===== src/rtl/request_batch_queue_if.sv =====
// rtl/request_batch_queue_if.sv - request/batch handshake bundle between requesters, queue and arbiter
// master: drives req, head_clr, out_ready; observes queue status
// slave : the queue; drives out_valid, out_req, pending, count, is_full, is_empty
interface request_batch_queue_if #(
    parameter int N     = 4,
    parameter int DEPTH = 4
);
    localparam int CW = $clog2(DEPTH + 1);

    logic [N-1:0]  req;
    logic [N-1:0]  head_clr;
    logic          out_ready;
    logic          out_valid;
    logic [N-1:0]  out_req;
    logic [N-1:0]  pending;
    logic [CW-1:0] count;
    logic          is_full;
    logic          is_empty;

    modport master (
        output req, head_clr, out_ready,
        input  out_valid, out_req, pending, count, is_full, is_empty
    );

    modport slave (
        input  req, head_clr, out_ready,
        output out_valid, out_req, pending, count, is_full, is_empty
    );
endinterface


===== src/rtl/request_batch_queue.sv =====
// rtl/request_batch_queue.sv - arrival-ordered queue of request batches feeding an arbiter
// clk, rst_n : clock, synchronous active-low reset
// bus.req, bus.head_clr, bus.out_ready : level requests, head-bit retire, head pop
// bus.out_valid, bus.out_req : head batch presentation
// bus.pending, bus.count, bus.is_full, bus.is_empty : queue status (all registered)
module request_batch_queue #(
    parameter int N               = 4,
    parameter int DEPTH           = 4,
    parameter bit DROP_ON_RELEASE = 1'b1
) (
    input logic                  clk,
    input logic                  rst_n,
    request_batch_queue_if.slave bus
);
    localparam int CW = $clog2(DEPTH + 1);
    localparam logic [CW-1:0] DEPTH_C = CW'(DEPTH);

    logic [N-1:0]  q      [DEPTH];
    logic [N-1:0]  q_next [DEPTH];
    logic [CW-1:0] count_r;
    logic [CW-1:0] count_next;
    logic [CW-1:0] slot;
    logic [N-1:0]  pending_r;
    logic [N-1:0]  pending_next;
    logic [N-1:0]  out_req_r;
    logic          out_valid_r;
    logic          is_full_r;
    logic          is_empty_r;
    logic [N-1:0]  keep_mask;
    logic [N-1:0]  head_next;
    logic [N-1:0]  new_req;
    logic          pop_eff;
    logic          push;

    always_comb begin
        // Released requesters are withdrawn from every entry when dropping is enabled.
        keep_mask = DROP_ON_RELEASE ? bus.req : '1;
        head_next = q[0] & ~(out_valid_r ? bus.head_clr : '0) & keep_mask;
        // A head that has been fully retired or withdrawn leaves on its own.
        pop_eff   = (count_r != '0) && (bus.out_ready || (head_next == '0));
        // Registered pending means anything popped this cycle re-enters a cycle later.
        new_req   = bus.req & ~pending_r;
        push      = (new_req != '0) && ((count_r < DEPTH_C) || pop_eff);
        slot      = count_r - CW'(pop_eff);

        for (int i = 0; i < DEPTH; i++) begin
            q_next[i] = '0;
        end
        if (pop_eff) begin
            for (int i = 0; i < DEPTH - 1; i++) begin
                q_next[i] = q[i + 1] & keep_mask;
            end
            q_next[DEPTH - 1] = '0;
        end else begin
            q_next[0] = head_next;
            for (int i = 1; i < DEPTH; i++) begin
                q_next[i] = q[i] & keep_mask;
            end
        end
        if (push) begin
            for (int i = 0; i < DEPTH; i++) begin
                if (slot == CW'(i)) begin
                    q_next[i] = new_req;
                end
            end
        end

        count_next   = count_r - CW'(pop_eff) + CW'(push);
        pending_next = '0;
        for (int i = 0; i < DEPTH; i++) begin
            pending_next = pending_next | q_next[i];
        end
    end

    always_ff @(posedge clk) begin
        if (!rst_n) begin
            for (int i = 0; i < DEPTH; i++) begin
                q[i] <= '0;
            end
            count_r     <= '0;
            pending_r   <= '0;
            out_req_r   <= '0;
            out_valid_r <= 1'b0;
            is_full_r   <= 1'b0;
            is_empty_r  <= 1'b1;
        end else begin
            for (int i = 0; i < DEPTH; i++) begin
                q[i] <= q_next[i];
            end
            count_r     <= count_next;
            pending_r   <= pending_next;
            // A zero head is still a stored entry but is never presented.
            out_req_r   <= q_next[0];
            out_valid_r <= (q_next[0] != '0);
            is_full_r   <= (count_next == DEPTH_C);
            is_empty_r  <= (count_next == '0);
        end
    end

    assign bus.out_valid = out_valid_r;
    assign bus.out_req   = out_req_r;
    assign bus.pending   = pending_r;
    assign bus.count     = count_r;
    assign bus.is_full   = is_full_r;
    assign bus.is_empty  = is_empty_r;
endmodule


===== src/flat_wrapper.sv =====
// flat-port wrapper written by rule: the top's interface ports become plain ports
module request_batch_queue_flat 
#(
    parameter int N               = 4,
    parameter int DEPTH           = 4,
    parameter bit DROP_ON_RELEASE = 1'b1
)
  (clk, rst_n, bus_req, bus_head_clr, bus_out_ready, bus_out_valid, bus_out_req, bus_pending, bus_count, bus_is_full, bus_is_empty);
  request_batch_queue_if #(.N(N), .DEPTH(DEPTH)) bus_i ();
  input logic clk;
  input logic rst_n;
  input wire logic [$bits(bus_i.req)-1:0] bus_req;
  input wire logic [$bits(bus_i.head_clr)-1:0] bus_head_clr;
  input wire logic [$bits(bus_i.out_ready)-1:0] bus_out_ready;
  output wire logic [$bits(bus_i.out_valid)-1:0] bus_out_valid;
  output wire logic [$bits(bus_i.out_req)-1:0] bus_out_req;
  output wire logic [$bits(bus_i.pending)-1:0] bus_pending;
  output wire logic [$bits(bus_i.count)-1:0] bus_count;
  output wire logic [$bits(bus_i.is_full)-1:0] bus_is_full;
  output wire logic [$bits(bus_i.is_empty)-1:0] bus_is_empty;
  assign bus_i.req = bus_req;
  assign bus_i.head_clr = bus_head_clr;
  assign bus_i.out_ready = bus_out_ready;
  assign bus_out_valid = bus_i.out_valid;
  assign bus_out_req = bus_i.out_req;
  assign bus_pending = bus_i.pending;
  assign bus_count = bus_i.count;
  assign bus_is_full = bus_i.is_full;
  assign bus_is_empty = bus_i.is_empty;
  request_batch_queue #(.N(N), .DEPTH(DEPTH), .DROP_ON_RELEASE(DROP_ON_RELEASE)) u_core (.clk(clk), .rst_n(rst_n), .bus(bus_i));
endmodule

===== config.mk =====
export PLATFORM = sky130hd
export DESIGN_NAME = request_batch_queue_flat
export DESIGN_NICKNAME = d
export VERILOG_FILES = /design/src/rtl/request_batch_queue_if.sv /design/src/rtl/request_batch_queue.sv /design/src/flat_wrapper.sv
export SDC_FILE = /design/constraint.sdc
export NUM_CORES = 1
export LEC_CHECK = 0
export ABC_AREA = 1
export BUFFER_PORTS_ARGS = -buffer_cell sky130_fd_sc_hd__buf_2
export CAP_MARGIN = 20
export CORE_AREA = 2 2 59 61
export DETAILED_ROUTE_END_ITERATION = 12
export DIE_AREA = 0 0 61 63
export PLACE_DENSITY_LB_ADDON = 0.08
export SYNTH_ARGS = -nofsm -noshare
export SYNTH_HDL_FRONTEND = slang
export SYNTH_SLANG_ARGS = --single-unit

===== constraint.sdc =====
create_clock -name clk -period 3.53 [get_ports clk]
set_input_delay 0.5295 -clock clk [delete_from_list [all_inputs] [get_ports clk]]
set_output_delay 0.5295 -clock clk [all_outputs]
set_load 0.05 [all_outputs]

==> results by group, run 1 <==
Outcome
  • Status: finished clean

Global routing
  • Vias in the first global route: between 1000 and 1500
  • Largest net degree at the start of global routing: 22
  • Initial antenna violation count: 0
  • Gr ovfl total: 0
  • Total GRT Usage: approximately a fifth
  • Global-route wire length before repair: roughly 6 mm

Synth
  • Post-Synthesis Net Count: 250
  • Netlist cell types: 24
  • Yosys reg bits: 26
  • XOR/XNOR Fraction of Synth Area: approximately 1.6%
  • Seq/Total Area, Yosys: 33.4%
  • Compound-Gate Fraction of Synth Area: less than 1%
  • Synth Instances: approximately 230
  • Synthesized area: 1560 um^2
  • Post-Synth Adder-Cell Area: 4.01%
  • Synth Area in Simple Gates: 50.5%
  • Main combinational cell family by area after synthesis: simple AND/OR/NAND/NOR gates
  • Mapped Avg Cell Area: around 6.7 um^2
  • Synth warnings: 0
  • Post-synthesis mux area share: 0%

Clock network
  • Clk_lat worst skew: 0.32 ns
  • Total CTS buffers: 3
  • CTS-repair resized insts: 0
  • Clock-pin slew on the worst setup and hold paths: 0.13 ns
  • Setup Buffers After CTS: 0
  • CTS Sinks: 26
  • CTS tree: done
  • Post-CTS Hold Fix Bufs: 0
  • Clk buf depth: 2
  • H-tree levels: 1
  • Clk root buf: clkbuf_4

Critical path
  • FF-to-FF Start: u_core.bus.count[2]
  • Crit path kind: flop to flop
  • Worst setup SP type: flop
  • WP data arrival: between 3 and 4 ns
  • RR Endpoint: u_core.bus.out_valid
  • Crit path depth: 14
  • Slowest stage delay, CP: 0.42 ns
  • Req. time, crit path: between 3 and 4 ns
  • Slowest cell on crit path: dfxtp_1
  • CP Max Fanout: 17
  • R2R depth: 14
  • Crit end category: flop
  • Critical Path, Cell by Cell: nor2_1, nand2_1, nand2_4, inv_1, ha_1, ha_1, inv_1, nor3_2, nand3_2, nand3_1, nand2_1, nand2_1, nor2_1, nor2_1
  • Critical path's top delay family: simple AND/OR/NAND/NOR gates
  • Crit path buffers/inverters: 2
  • R2R Setup Slk: 0.61 ns

Layout
  • Fillers: around 350
  • Commonest non-fill, non-tap cell in the layout: nand2_1
  • Fin cells: 299
  • Final nets: approximately 270
  • Fraction of layout cells with a size suffix above 1: a little under a fifth
  • ANT cells: 0
  • Commonest cells after routing, fill and taps aside: nand2_1, nand3_1, nor2_1
  • Layout overhead on the synthesized area: 8.90%
  • Design area: approximately 1700 um^2

Routing
  • WL/cell: between 10 and 15 um
  • Final WL: roughly 3.4 mm
  • Iteration count of the initial detailed-routing pass: 4
  • Final ANT Viol Nets: 0
  • Vias post-DR: ~1400
  • Initial DRC count: 47
  • Vias per cell: approximately 4.8
  • Remaining DRCs: 0

Min path
  • Hold Path Depth: 2
  • Worst Min Path Start: rst_n
  • Worst hold path class: input port to flop
  • Worst Hold End: u_core.bus.is_empty

STA
  • Final setup fails: 0
  • Number of hold violations in the final report: 0
  • Slew at the pin closest to its max-slew limit: between 0.6 and 0.7 ns
  • Sum of negative setup slack: 0 ns
  • Worst hold margin: between 0.4 and 0.5 ns
  • Min Tclk post-route: 2.92 ns
  • Pins over their slew limit: 0
  • RSZ-0062 raised after global routing: false
  • Rel. slew slack: 57.3%
  • Max Freq: 342 MHz
  • Skew final: ~0.0072 ns
  • Period utilization: between 80 and 90%

Floorplan
  • Initial cell density of the core: slightly below 50%
  • Core area: 3230 um^2
  • DIE AREA: 3840 um^2
  • Ports: 25
  • Die Height: ~63 um
  • Die width: 61 um
  • Rows: 21

Placement
  • Placed Cells: between 200 and 300
  • HPWL Detailed: 2.65 mm
  • DP Area: 1680 um^2
  • RD Place Congestion: 0.872
  • IO buf count: 24

Run
  • Max-cap violations: 0
==> cells by family (layout without fill, tap and decap cells) <==
logic type / count (synthesis) / count (layout)
xor gates and xnor gates: 2 / 2
AOI/OAI and AO/OA: 1 / 1
and+or+nand+nor: 168 / 168
adders and majority gates: 5 / 5
buffers and inverters: 32 / 51
DFF: 26 / 26
==> layer usage <==
| metal | up-vias | GRT usage [%] | wire [um] |
|---|---|---|---|
| met1 | 624 | 28.6 | 1720 |
| met5 | - | 0 | 0 |
| met2 | 32 | 30.0 | 1540 |
| met4 | 0 | 7.88 | 66 |
| li1 | 775 | - | - |
| met3 | 7 | 1.86 | 124 |
==> cell usage after synthesis (all sizes together) <==
| cell | count | area share, % |
|---|---|---|
| nand2 | 90 | 23 |
| nand3 | 35 | 13 |
| nor2 | 28 | 6.7 |
| dfxtp | 26 | 33 |
| inv | 22 | 5.3 |
| buf | 8 | 4.4 |
| nand4 | 6 | 2.8 |
| ha | 5 | 4.0 |
| nand3b | 4 | 1.9 |
| nor3 | 4 | 2.6 |
| clkbuf | 2 | 0.48 |
| xor2 | 2 | 1.6 |
| o21ai | 1 | 0.32 |
| or2 | 1 | 0.40 |
==> state kept, by name, summed over array words and instances (netlist names) <==
signal and cells:
u_core.q 13, u_core.bus.pending 4, u_core.bus.count 3, u_core.bus.is_full 1
u_core.bus.is_empty 1, u_core.bus.out_req 3, u_core.bus.out_valid 1
==> stage by stage <==
stage	utilization, %	setup WS (ns)
floorplan	-	0.817
global placement	51.9	0.380
detailed placement	51.9	0.317
CTS	52.6	0.599
global route	52.6	0.278
finish	52.6	0.607
==> how the worst max path moves through the flow <==
stage                          from  slack (ns)                    end
6_report        u_core.bus.count[2]        0.61   u_core.bus.out_valid
3_5_place_dp             bus_req[1]        0.32   u_core.bus.out_valid
5_1_grt        u_core.bus.out_valid        0.28  u_core.bus.pending[3]
4_1_cts         u_core.bus.count[2]        0.60   u_core.bus.out_valid
2_1_floorplan  u_core.bus.out_valid        0.82   u_core.bus.out_valid
3_3_place_gp             bus_req[1]        0.38   u_core.bus.out_valid
==> cell type report <==
type / count / area [um^2] / share of cell area, %
multi-input cells: 176 / 881 / 51.8
flip-flops and latches: 26 / 520 / 30.6
repair buffers: 26 / 135 / 7.95
inverters: 22 / 82.6 / 4.86
well taps: 46 / 57.6 / 3.39
clock buffers: 3 / 22.5 / 1.33
Power of run 1 is not shown: default switching activity piles up to over one toggle a cycle in this logic, so the estimate is an artifact.
==> inputs of run 2 (changes only) <==
==> constraint.sdc (replaced) <==
create_clock -name clk -period 2.6 [get_ports clk]
set_input_delay 0.39 -clock clk [delete_from_list [all_inputs] [get_ports clk]]
set_output_delay 0.39 -clock clk [all_outputs]
set_load 0.05 [all_outputs]
==> run 2 against run 1 <==
  * Non-clock buffer count is 16 higher
  * Worst hold slack worse by 0.15 ns
  * Via count is 7.1% higher
  * Register-to-register slack worse by 0.44 ns
==> results by group, run 2 (same netlist as run 1, synthesis figures left out) <==
Floorplan
  • DIE AREA: 3840 um^2 (unchanged)
  • Ports: 25 (unchanged)
  • Core area: 3230 um^2 (unchanged)
  • Die Height: 63 um (unchanged)
  • Rows: 21 (unchanged)
  • Die width: 61 um (unchanged)
  • Initial cell density of the core: 48.3% (unchanged)

Routing
  • Vias per cell: 4.87 (+1.3%)
  • WL/cell: 11.5 um (-0.19%)
  • Iteration count of the initial detailed-routing pass: 5 (+1)
  • Final ANT Viol Nets: 0 (unchanged)
  • Initial DRC count: 48 (+2.1%)
  • Final WL: 3.64 mm (+5.5%)
  • Remaining DRCs: 0 (unchanged)
  • Vias post-DR: 1540 (+7.1%)

Clock network
  • Clk_lat worst skew: 0.33 ns (about the same)
  • Total CTS buffers: 3 (unchanged)
  • Clock-pin slew on the worst setup and hold paths: 0.14 ns (about the same)
  • Post-CTS Hold Fix Bufs: 0 (unchanged)
  • Clk buf depth: 2 (unchanged)
  • CTS tree: done
  • H-tree levels: 1 (unchanged)
  • Clk root buf: clkbuf_4
  • CTS Sinks: 26 (unchanged)

Layout
  • Max FFs per register: 13 (unchanged)
  • Commonest cells after routing, fill and taps aside: nand2_1, nor2_1, nand3_1
  • Final core utilization: 59.2% (+6.7 points)
  • Largest Register: u_core.q
  • ANT cells: 0 (unchanged)
  • Design area: 1910 um^2 (+13%)
  • Commonest non-fill, non-tap cell in the layout: nand2_1
  • Final nets: 287 (+5.9%)
  • Fraction of layout cells with a size suffix above 1: 26.3% (+7.3 points)
  • Layout overhead on the synthesized area: 22.7%
  • Fillers: 324 (-7.2%)

Critical path
  • Req. time, crit path: 2.81 ns (-0.98 ns)
  • CP Max Fanout: 5 (-12)
  • Crit end category: flop
  • WP data arrival: 2.64 ns (-0.55 ns)
  • Worst setup SP type: flop
  • Slowest stage delay, CP: 0.38 ns (-0.04 ns)
  • Cell repeated most along the worst path: nand2_1
  • Critical Path, Cell by Cell: nand2_1, nand3_2, nand2_1, inv_1, nand2_4, nand2_4, nand2_4, inv_1, ha_1, ha_1, buf_6, nor3_4, buf_4, nand3_1, nand2_1, nand2_1, nor2_1, nor2_1
  • Crit path kind: flop to flop
  • R2R depth: 18 (+4)
  • Slowest cell on crit path: dfxtp_4

Global routing
  • Initial antenna violation count: 0 (unchanged)
  • Global-route wire length before repair: 6.14 mm (+4.8%)
  • Largest net degree at the start of global routing: 22 (unchanged)
  • Gr ovfl total: 0 (unchanged)
  • Total GRT Usage: 20.8% (+0.92 points)
  • Vias in the first global route: 1367 (+4.9%)

Placement
  • IO buf count: 24 (unchanged)
  • DP Area: 1790 um^2 (+6.8%)
  • RD Place Congestion: 0.862 (-1.1%)
  • HPWL Detailed: 2.63 mm (-0.89%)

STA
  • Final setup fails: 0 (unchanged)
  • Rel. slew slack: 52.7% (-4.6 points)
  • Pins over their slew limit: 0 (unchanged)
  • Slew at the pin closest to its max-slew limit: 0.709 ns (+0.0697 ns)
  • Skew final: 0.00397 ns (-0.00320 ns)
  • Period utilization: 93.7% (+11 points)
  • Max Freq: 411 MHz (+20%)
  • RSZ-0062 raised after global routing: true
  • Number of hold violations in the final report: 0 (unchanged)
  • Min Tclk post-route: 2.44 ns (-0.488 ns)

Min path
  • Worst hold path class: input port to flop
  • Hold Path Depth: 2 (unchanged)

Run
  • Max-cap violations: 0 (unchanged)

Outcome
  • Status: finished clean
-- run 2: repair_timing --
item,in CTS,in global routing
buffers inserted,0,1
setup endpoints to repair,0,10
resized for setup,0,13
-- run 2: path summary, 6_finish.rpt --
check,start,slack [ns],to
worst min register to register,u_core.q[0][12],0.58,u_core.q[0][12]
worst min-delay path,rst_n,0.27,u_core.bus.is_empty
worst max-delay path,u_core.bus.out_valid,0.16,u_core.bus.pending[3]
worst max register to register,u_core.bus.out_valid,0.16,u_core.bus.pending[3]
-- run 2: stage by stage --
stage | TNS (ns) | instances | hold slack (ns) | worst slack (ns)
2_1_floorplan | 0 | 234 | 0.466 | 0.0229
3_3_place_gp | -0.265 | 311 | 0.563 | -0.0689
3_5_place_dp | -0.329 | 311 | 0.565 | -0.0904
4_1_cts | 0 | 315 | 0.277 | 0.0344
5_1_grt | -0.0688 | 316 | 0.278 | -0.0239
6_report | 0 | 316 | 0.270 | 0.165
-- run 2: cell type report --
cell class | count | area (um^2) | area share [%]
clock inverter | 1 | 30.0 | 1.57
multi-input combinational | 176 | 938 | 49.0
tap | 46 | 57.6 | 3.01
sequential | 26 | 524 | 27.4
clock buffer | 3 | 22.5 | 1.18
timing repair buffer | 42 | 259 | 13.5
inverter | 22 | 82.6 | 4.31
-- run 2: critical path: cells and delay by family, from the launching register on --
kind / cells / cell delay [ns]
adder cells (fa/ha/maj): 2 / 0.51
buffers and inverters: 4 / 0.41
flip-flops: 1 / 0.38
AND/OR/NAND/NOR: 12 / 1.00
-- run 2: per-layer routing --
layer	GRT usage (%)	wire length [um]
met2	32.7	1660
met5	0	0
met4	6.52	61
met3	2.07	129
met1	29.4	1790
Power of run 2 is left out for the same reason.
==> inputs of run 3 (changes only) <==
--- a/config.mk
+++ b/config.mk
@@ -5,12 +5,11 @@
 export SDC_FILE = /design/constraint.sdc
 export NUM_CORES = 1
 export LEC_CHECK = 0
-export ABC_AREA = 1
 export BUFFER_PORTS_ARGS = -buffer_cell sky130_fd_sc_hd__buf_2
 export CAP_MARGIN = 20
-export CORE_AREA = 2 2 59 61
+export CORE_AREA = 2 2 58 60
 export DETAILED_ROUTE_END_ITERATION = 12
-export DIE_AREA = 0 0 61 63
+export DIE_AREA = 0 0 60 62
 export PLACE_DENSITY_LB_ADDON = 0.08
 export SYNTH_ARGS = -nofsm -noshare
 export SYNTH_HDL_FRONTEND = slang
==> run 3 against run 2 <==
  * The flow now finishes with violations (setup timing)
  * Clock skew shrank 0.00055 ns
  * Sequential share of layout area down 1.7 points
  * Die area is 3.2% lower
  * Critical endpoint is now u_core.bus.out_valid
  * Highest routed layer unchanged
==> results by group, run 3 <==
Clock network
  • Post-CTS Hold Fix Bufs: 0 (unchanged)
  • Clk buf depth: 2 (unchanged)
  • Clock-pin slew on the worst setup and hold paths: 0.14 ns (about the same)
  • Clk root buf: clkbuf_4
  • CTS Sinks: 26 (unchanged)
  • CTS tree: done
  • H-tree levels: 1 (unchanged)
  • Total CTS buffers: 3 (unchanged)
  • Clk_lat worst skew: 0.33 ns (about the same)

Layout
  • Layout overhead on the synthesized area: 40.3%
  • Final nets: 234 (-18%)
  • Fraction of layout cells with a size suffix above 1: 43.3% (+17 points)
  • Largest Register: u_core.q
  • ANT cells: 0 (unchanged)
  • Fillers: 285 (-12%)
  • Commonest cells after routing, fill and taps aside: dfxtp_1, buf_2, buf_4
  • Commonest non-fill, non-tap cell in the layout: dfxtp_1
  • Max FFs per register: 13 (unchanged)
  • Area of the multi-input gates: 1000 um^2 (+6.5%)
  • Register area: 524 um^2 (unchanged)

Power and ir drop
  • Power per cell area: about 1500 nW/um^2
  • Sequential Power Share: between 10% and 20%
  • Worst vdd ir: 611 uV
  • P_sw: between 0.001 and 0.0015 W
  • Leak Pwr: around 0.82 nW
  • Switching share of total power: around 48%
  • Logic pwr share: between 70 and 80%
  • Clock power share: under 10%
  • Int Power: approximately 0.0016 W

Synth
  • Dominant cell by count in the synthesized netlist: dfxtp_1
  • Main synth FF type: dfxtp_1
  • Most frequent cells after synthesis: dfxtp_1, nand2_1, nor2_1
  • Synth Instances: 167 (-29%)
  • Top-area cell type share of the netlist area: 35.7% (+2.3 points)
  • Yosys reg bits: 26 (unchanged)
  • Synth warnings: 0 (unchanged)
  • Mapped Avg Cell Area: 8.73 um^2 (+31%)
  • Post-Synthesis Net Count: 183 (-27%)
  • Seq/Total Area, Yosys: 35.7% (+2.3 points)
  • Post-synth top area cell: dfxtp_1
  • Netlist cell types: 43 (+79%)
  • Synth area leaders: dfxtp_1, nand2_1, nor2_1
  • Synthesized area: 1460 um^2 (-6.6%)
  • Number of flops mapped to enable cells by yosys: 0 (unchanged)
  • Ys async rst share: 0% (unchanged)

Global routing
  • Largest net degree at the start of global routing: 17 (-23%)
  • Total GRT Usage: 20.6% (-0.14 points)
  • Vias in the first global route: 1285 (-6.0%)
  • Gr ovfl total: 0 (unchanged)
  • Initial antenna violation count: 0 (unchanged)
  • Global-route wire length before repair: 5.76 mm (-6.2%)

STA
  • Pins over their slew limit: 0 (unchanged)
  • Max Freq: 331 MHz (-19%)
  • Final WS setup: -0.417 ns (-0.582 ns)
  • Number of hold violations in the final report: 0 (unchanged)
  • RSZ-0062 raised after global routing: true
  • Period utilization: 116% (+22 points)
  • Slew at the pin closest to its max-slew limit: 0.333 ns (-0.377 ns)
  • Min Tclk post-route: 3.02 ns (+0.582 ns)
  • Skew final: 0.00341 ns (-0.000554 ns)
  • Sum of negative setup slack: -4.44 ns (-4.44 ns)
  • Final setup fails: 21 (+21)
  • Rel. slew slack: 77.7% (+25 points)

Outcome
  • Violated checks: setup timing
  • Status: finished, violations left

Routing
  • Initial DRC count: 79 (+65%)
  • WL/cell: 14.4 um (+25%)
  • Remaining DRCs: 0 (unchanged)
  • Final ANT Viol Nets: 0 (unchanged)
  • Vias post-DR: 1379 (-10%)
  • Vias per cell: 5.24 (+7.6%)
  • Final WL: 3.80 mm (+4.4%)
  • Iteration count of the initial detailed-routing pass: 4 (-1)

Critical path
  • WP data arrival: 3.24 ns (+0.60 ns)
  • Worst setup SP type: flop
  • CP Max Fanout: 8 (+3)
  • Crit path kind: flop to flop
  • Crit end category: flop
  • Req. time, crit path: 2.83 ns (+0.02 ns)

Floorplan
  • Rows: 21 (unchanged)
  • Ports: 25 (unchanged)
  • DIE AREA: 3720 um^2 (-3.2%)
  • Die width: 60 um (-1.6%)
  • Die Height: 62 um (-1.6%)
  • Initial cell density of the core: 45.8% (-2.4 points)
  • Core area: 3180 um^2 (-1.6%)

Placement
  • IO buf count: 24 (unchanged)
  • Post-Place Worst Slack: -0.630 ns (-0.540 ns)
  • HPWL Detailed: 2.67 mm (+1.6%)
  • RD Place Congestion: 0.783 (-9.1%)

Run
  • Max-cap violations: 0 (unchanged)

Min path
  • Worst hold path class: input port to flop
-- run 3: final timing paths --
path,startpoint,end,slack [ns],depth (start not counted)
setup / recovery,u_core.bus.out_valid,u_core.bus.out_valid,-0.42,15
hold / removal,rst_n,u_core.bus.is_empty,0.38,2
setup reg to reg,u_core.bus.out_valid,u_core.bus.out_valid,-0.42,15
hold reg to reg,u_core.q[0][10],u_core.q[0][6],0.63,3
-- run 3: routing by layer --
metal / part of all wire (%) / GRT usage, %
met1: 44 / 26.3
met4: 2.3 / 9.21
met2: 52 / 35.4
met5: 0 / 0
met3: 2.0 / 2.07
-- run 3: stage by stage --
step / hold slack [ns] / util [%] / instance area, um^2 / cells / total power [W]
floorplan: 0.517 / - / 1510 / 167 / 0.00195
global placement: 0.581 / 55.4 / 1760 / 250 / 0.00233
detailed placement: 0.585 / 55.4 / 1760 / 250 / 0.00237
CTS: 0.399 / 62.0 / 1970 / 259 / 0.00290
global route: 0.384 / 64.3 / 2040 / 263 / 0.00332
finish: 0.381 / 64.3 / 2040 / 263 / 0.00311
-- run 3: cell type report --
cell class                 count  share of cell area [%]
clock buffer                   4                    1.29
inverter                      13                    2.63
multi-input combinational    119                    48.9
sequential                    26                    25.6
tap                           46                    2.82
timing repair buffer          55                    18.7
-- run 3: critical path, cell delays in order (launching register included) --
cell and delay [ns]:
dfxtp_4 0.40, and2_4 0.16, o22ai_4 0.07, o31a_1 0.26
or2_4 0.25, clkinv_4 0.06, ha_4 0.13, ha_4 0.14
nand2_2 0.05, a41oi_2 0.14, nor4b_4 0.24, buf_4 0.18
o211ai_4 0.13, nand4_1 0.10, o211ai_1 0.16, o41a_1 0.45
-- run 3: power groups by stage --
stage                     Combinational (W)  Sequential, W  Clock (W)
after floorplan                     0.00119       0.000759          0
after global placement              0.00173       0.000595          0
after detailed placement            0.00178       0.000597          0
after CTS                           0.00212       0.000591   0.000185
after global routing                0.00251       0.000605   0.000203
final                               0.00234       0.000591   0.000182
-- run 3: repair_timing --
action                     in CTS  in global routing
pin swaps                      25                 11
resized for setup              30                 10
setup endpoints to repair      22                 22
gates cloned                    0                  0
setup buffers                   5                  4
-- run 3: logic make-up (layout without fill, tap and decap cells) --
family	count (synthesis)	in the layout	synth area share (%)
AOI/OAI and AO/OA	41	41	21.5
xor gates and xnor gates	2	2	1.20
adders and majority gates	5	5	4.29
buffers and inverters	22	72	9.96
DFF	26	26	35.7
muxes	2	2	1.37
and+or+nand+nor	69	69	25.9
No activity file was read; power rests on OpenSTA's default activity.
